<file path="src/rtl/l1_l2_arbiter.sv">
// Shares one L2 port between the L1 I-cache and D-cache controllers with round-robin
// grants; the winning command, address and write data are latched and held until L2 completes.
module l1_l2_arbiter #(
  parameter int ADDR_W = 32,
  parameter int LINE_W = 128
) (
  input  logic              clk,
  input  logic              nrst,
  input  logic              read_I_L2,
  input  logic [ADDR_W-1:0] addr_I_L2,
  output logic              ready_L2_I,
  output logic [LINE_W-1:0] data_L2_I,
  input  logic              read_D_L2,
  input  logic              write_D_L2,
  input  logic [ADDR_W-1:0] addr_D_L2,
  input  logic [LINE_W-1:0] wdata_D_L2,
  output logic              ready_L2_D,
  output logic [LINE_W-1:0] data_L2_D,
  output logic              read_L1_L2,
  output logic              write_L1_L2,
  output logic [ADDR_W-1:0] addr_L1_L2,
  output logic [LINE_W-1:0] wdata_L1_L2,
  input  logic              ready_L2_L1,
  input  logic [LINE_W-1:0] rdata_L2_L1,
  output logic              busy,
  output logic              owner
);

  typedef enum logic [1:0] {
    S_IDLE    = 2'd0,
    S_GRANT_I = 2'd1,
    S_GRANT_D = 2'd2,
    S_RELEASE = 2'd3
  } state_t;

  state_t            state_r;
  logic              last_r;
  logic              owner_r;
  logic              busy_r;
  logic              read_r;
  logic              write_r;
  logic [ADDR_W-1:0] addr_r;
  logic [LINE_W-1:0] wdata_r;

  logic              req_i_s;
  logic              req_d_s;
  logic              any_req_s;
  logic              pick_d_s;

  // Request decode and round-robin choice; on a tie the requester that did not win last time goes.
  always_comb begin
    req_i_s   = read_I_L2;
    req_d_s   = read_D_L2 | write_D_L2;
    any_req_s = req_i_s | req_d_s;
    if (req_i_s && req_d_s) begin
      pick_d_s = ~last_r;
    end else begin
      pick_d_s = req_d_s;
    end
  end

  // Arbitration FSM with registered command, latch, busy and owner outputs.
  always_ff @(posedge clk or negedge nrst) begin
    if (!nrst) begin
      state_r <= S_IDLE;
      last_r  <= 1'b0;
      owner_r <= 1'b0;
      busy_r  <= 1'b0;
      read_r  <= 1'b0;
      write_r <= 1'b0;
      addr_r  <= {ADDR_W{1'b0}};
      wdata_r <= {LINE_W{1'b0}};
    end else begin
      case (state_r)
        S_IDLE: begin
          if (any_req_s) begin
            busy_r  <= 1'b1;
            owner_r <= pick_d_s;
            last_r  <= pick_d_s;
            if (pick_d_s) begin
              state_r <= S_GRANT_D;
              addr_r  <= addr_D_L2;
              wdata_r <= wdata_D_L2;
              // A D request with both read and write set resolves to the write-back.
              write_r <= write_D_L2;
              read_r  <= ~write_D_L2;
            end else begin
              state_r <= S_GRANT_I;
              addr_r  <= addr_I_L2;
              write_r <= 1'b0;
              read_r  <= 1'b1;
            end
          end else begin
            state_r <= S_IDLE;
          end
        end
        S_GRANT_I, S_GRANT_D: begin
          if (ready_L2_L1) begin
            state_r <= S_RELEASE;
            read_r  <= 1'b0;
            write_r <= 1'b0;
          end else begin
            state_r <= state_r;
          end
        end
        S_RELEASE: begin
          // One dead cycle so a registered L1 request that drops a cycle late is not re-granted.
          state_r <= S_IDLE;
          busy_r  <= 1'b0;
        end
        default: begin
          state_r <= S_IDLE;
          busy_r  <= 1'b0;
          read_r  <= 1'b0;
          write_r <= 1'b0;
        end
      endcase
    end
  end

  // Zero-latency completion routing; only the current owner ever sees ready or data.
  always_comb begin
    ready_L2_I = ready_L2_L1 & (state_r == S_GRANT_I);
    ready_L2_D = ready_L2_L1 & (state_r == S_GRANT_D);
    if (state_r == S_GRANT_I) begin
      data_L2_I = rdata_L2_L1;
    end else begin
      data_L2_I = {LINE_W{1'b0}};
    end
    if (state_r == S_GRANT_D) begin
      data_L2_D = rdata_L2_L1;
    end else begin
      data_L2_D = {LINE_W{1'b0}};
    end
  end

  assign read_L1_L2  = read_r;
  assign write_L1_L2 = write_r;
  assign addr_L1_L2  = addr_r;
  assign wdata_L1_L2 = wdata_r;
  assign busy        = busy_r;
  assign owner       = owner_r;

endmodule

</file>
<file path="config.mk">
export PLATFORM = sky130hd
export DESIGN_NAME = l1_l2_arbiter
export DESIGN_NICKNAME = d
export VERILOG_FILES = /design/src/rtl/l1_l2_arbiter.sv
export SDC_FILE = /design/constraint.sdc
export NUM_CORES = 1
export LEC_CHECK = 0
export CAP_MARGIN = 0
export CELL_PAD_IN_SITES_DETAIL_PLACEMENT = 1
export CELL_PAD_IN_SITES_GLOBAL_PLACEMENT = 1
export CORE_AREA = 2 2 292 294
export DETAILED_ROUTE_END_ITERATION = 10
export DIE_AREA = 0 0 294 296
export MAX_ROUTING_LAYER = met4
export PLACE_DENSITY_LB_ADDON = 0.12
export REMOVE_ABC_BUFFERS = 1
export SYNTH_ARGS = -nofsm -noshare
export SYNTH_HDL_FRONTEND = slang
export SYNTH_SLANG_ARGS = --single-unit
</file>
<file path="constraint.sdc">
create_clock -name clk -period 1.8 [get_ports clk]
set_clock_uncertainty 0.05 [all_clocks]
set_input_delay 0.18 -clock clk [delete_from_list [all_inputs] [get_ports clk]]
set_output_delay 0.18 -clock clk [all_outputs]
set_load 0.005 [all_outputs]
</file>
Word level (Yosys, flattened, before mapping). Index checks and enable logic that the tools add are counted.

Add/subtract/negate cells: 0. $mul: 0. Divide/modulo/power cells: 0. Magnitude comparators: 0. Eq/ne operators: 5. Shift-type cells: 0. Multiplexer cells: 17. Bitwise logic cells: 6. Reduce and logical (&&, ||, !) cells: 9.

Operators by type and width (count): two-way mux 128 bit (2); two-way mux 32 bit (1); two-way mux 1 bit (7); two-way mux 2 bit (3); case mux 1 bit (2 select lines) (3); case mux 2 bit (3 select lines) (1); AND reduction 3 bit (2); == test 2 bit, second input constant (2); != test 2 bit, second input constant (2); AND reduction 2 bit (2); nonzero test 2 bit (2); bitwise AND 1 bit (2); == test 2 x 1 -> 1 bit, second input constant (1); logical NOT 2 bit (1); NOT 1 bit (2); bitwise OR 1 bit (2); OR reduction 2 bit (1); logical AND 1 bit (1).

Bits in registers: 166. Bits in latches: 0. RAM bits: 0. ROM bits: 0. Input port bits: 326. Output and inout bits: 422. Word-level logic and storage cells: 44. Memories: 0.

Logic depth before layout (Yosys ltp).
Depth after elaboration: 6. Gate-level depth with buffers: 7. Mapped depth without buffers: 5.

Worst setup path after synthesis. OpenSTA, ideal clock, no wires.

Kind: reg-to-reg. Start point: reg state_r[0]. End point: reg wdata_r[100], in the netlist wdata_L1_L2[100]. Setup time: 0.125 ns. Arrival: 1.426 ns. Data required time: 1.625 ns. Path slack: 0.199 ns. Stages on the path, launching flop included: 7. Path buffers: 2. Clock period less this slack: 1.601 ns. Path through: dfrtp_1 -> inv_1 -> ha_1 -> nand2_2 -> buf_12 -> buf_12 -> mux2_4.

Cells in the longest elaborated chain, start to end: 2.

RTL lines: from (decl) (line 36) `state_t state_r;`; from (signal assigned) (line 103) `state_r <= state_r;`; logical NOT 2 bit (line 74) `case (state_r)`; AND reduction 3 bit (no line); to (signal assigned) (line 72) `wdata_r <= {LINE_W{1'b0}};`; to (signal assigned) (line 83) `wdata_r <= wdata_D_L2;`; to (decl) (line 43) `logic [LINE_W-1:0] wdata_r;`.

Every way passes these cells. A chain may end at the register's enable or synchronous reset.

Final worst setup path.
Start point: reg state_r[1]. End point: out data_L2_D[115].

Cells in the longest elaborated chain, start to end: 2.

RTL lines: == test 2 bit (line 130) `if (state_r == S_GRANT_D) begin`; two-way mux 128 bit (line 130); to (decl) (line 18) `output logic [LINE_W-1:0] data_L2_D,`.

Every way passes these cells.

==> results.yml <==
setup_path:
  r2r_end: "wdata_L1_L2[0]"
  cp.arrival_ns: 1.95
  crit_path_frequent_cell: "buf_6"
  rr_worst_depth: 7
  crit_family: "buffers and inverters"
  worstPathCellList: "buf_6, ha_4, buf_8, buf_6, clkbuf_16, buf_6, and2_4, buf_6"
  rrSetupSlack_ns: 0.07
  cp_slowest_cell: "dfrtp_1"
  startpoint_type: "flip-flop"
  critical_path_required_ns: 1.57
  timing.rr.start: "state_r[0]"
  cpPeakStageDelay_ns: 0.40
  end_kind: "primary output"
  cp_max_fo: 7
  crit_type: "flip-flop to primary output"
  path_buf_inv: 6
cts:
  clkLatencyLatePin_ns: 0.45
  cts_tree: "built"
  cts_buffers: 17
  clockRootBuffer: "clkbuf_16"
  cts_max_level: 4
  clock_sinks: 166
  cts_max_path_buffers: 2
  path_clk_slew_ns: 0.07
yosys:
  ys.flop_type: "dfrtp_1"
  ys_warn_count: 0
  yosysMostFrequentCell: "and2_1"
  syn_area_um2: 8850
  synth_area_leaders: "dfrtp_1 (47%), and2_1 (18%), mux2_4 (17%)"
  yosys.area_share.simple_pct: 20.2
  synth_xor_area_share_pct: 0
  synth_top_cell_by_area: "dfrtp_1"
  synth_fa_ha_area_share_pct: 0.707
  syn-instance-count: 735
  synthTopCellsByCount: "and2_1 (258), dfrtp_1 (166), mux2_4 (100)"
  synth_cell_type_count: 28
  syn_area_per_cell_um2: 12.0
  async_flop_share_pct: 100
  synth_top_family_by_area: "multiplexers"
  muxShareOfSynthArea_pct: 24.1
  synth_top_area_share_pct: 46.9
  synth_compound_area_share_pct: 3.18
  synth_edf_count: 0
  ys_seq_area_share_pct: 46.9
  synth-seq-cells: 166
die:
  start_util_pct: 10.5
  io_pins: 748
  rows: 107
  die_h_um: 296
  fp.dieArea_um2: 87000
  core-area_um2: 84200
  die_width_um: 294
power:
  ir_drop_v: 0.000543
  p_per_area_nw_per_um2: 1600
  cellLeakagePower_nw: 9.15
  power.total_mw: 32.2
drt:
  vias_per_cell: 3.32
  wirelength_mm: 60.5
  ant_nets: 0
  firstDrtPassIters: 4
  wire_per_inst_um: 22.5
  drt_iter0_drc: 175
  drc_errors: 0
  via_count: 8911
timing:
  fmax_ghz: 0.459
  setup_viol: 258
  holdWs_ns: 0.0998
  fin_tns_setup_ns: -62.26
  period_share_pct: 121
  fin_ws_ns: -0.379
  worst_slew_pin_slew_ns: 0.436
  final_hold_viol_count: 0
  period_needed_ns: 2.18
  slew_violations: 0
  slew_headroom_pct: 70.9
  rsz0062_at_grt: "true"
layout:
  area_growth_pct: 127
  final_core_utilization_pct: 23.8
  fin_nets: 1895
  drive_gt1_share_pct: 46.6
placed_design:
  dp_hpwl_mm: 44.7
  port_buffers: 747
  dp_slack_ns: -0.208
  globalplace.congestion: 0.740
grt:
  grt_pass1_wl_mm: 73.7
  grt_pass1_vias: 9549
  grt_max_degree: 55
  antenna_found_initial: 29
  globalRouteOverflowTotal: 0
  grt_usage_pct: 12.4
min_path:
  hold_path_class: "primary input to async pin"
status:
  failed_checks: "setup timing"
  status: "finished, violations left"
flow_run:
  cap_viol_max_count: 0
==> report_power, final <==
part | total [mW] | internal (mW) | switching (mW)
clock network | 4.01 | 2.28 | 1.73
logic | 21.4 | 13.6 | 7.79
registers | 6.79 | 5.67 | 1.12
==> how the worst max path moves through the flow <==
stage | start | end | cells after the start
after floorplan | read_D_L2 | addr_L1_L2[0] | 2
after global placement | state_r[0] | data_L2_D[115] | 5
after detailed placement | state_r[0] | data_L2_D[115] | 5
after CTS | state_r[0] | data_L2_I[121] | 6
after global routing | state_r[1] | data_L2_D[115] | 8
final | state_r[1] | data_L2_D[115] | 8
==> sequential cells by signal (all words and copies together) (netlist names) <==
register	flops
wdata_L1_L2	128
addr_L1_L2	32
state_r	2
busy	1
owner	1
read_L1_L2	1
write_L1_L2	1
==> placed cells by master (no fill, tap or decap), types with 3 or more instances in the layout <==
master	count
nand2_1	35
dlymetal6s2s_1	8
o21ai_0	33
buf_16	7
clkdlybuf4s50_1	485
buf_12	25
mux2i_1	32
inv_6	3
clkbuf_2	101
and2_4	197
bufinv_16	3
mux2_2	24
mux2_4	104
ha_4	3
buf_6	166
diode_2	18
clkbuf_16	39
buf_4	28
and2_1	61
buf_2	8
buf_8	12
dfrtp_1	166
==> stage by stage <==
| step | cells | area, um2 |
|---|---|---|
| after floorplan | 682 | 8430 |
| after global placement | 2558 | 17800 |
| after detailed placement | 2558 | 17800 |
| after CTS | 2600 | 18600 |
| after global routing | 2683 | 20100 |
| final | 2685 | 20100 |
==> final cells by class <==
type	count	area, um2
Fill cell	9433	64100
Timing Repair Buffer	863	9010
Multi-Input combinational cell	512	4860
Sequential cell	166	4150
Tap cell	1090	1360
Clock buffer	20	457
Clock inverter	12	165
Antenna cell	18	45.0
Inverter	4	15.0
==> what timing repair did <==
item	CTS	global route
endpoints found under the setup margin	410	423
hold buffers	1	0
resized for setup	156	992
cloned	5	28
endpoints found under the hold margin	166	0
pin swaps	2	3
buffers inserted	4	46
==> kinds of logic after synthesis <==
family	after synthesis
compound gates	47
fa+ha+maj	5
buf+inv	57
flops	166
mux	160
simple gates	300
==> metal layers <==
metal,global-route usage (%),wire length (um),vias to the layer above
li1,-,-,4100
met1,11.7,20900,4278
met2,22.4,33000,473
met3,5.83,5740,60
met4,3.22,835,0
met5,-,0,-
(Power assumes the default switching activity.)
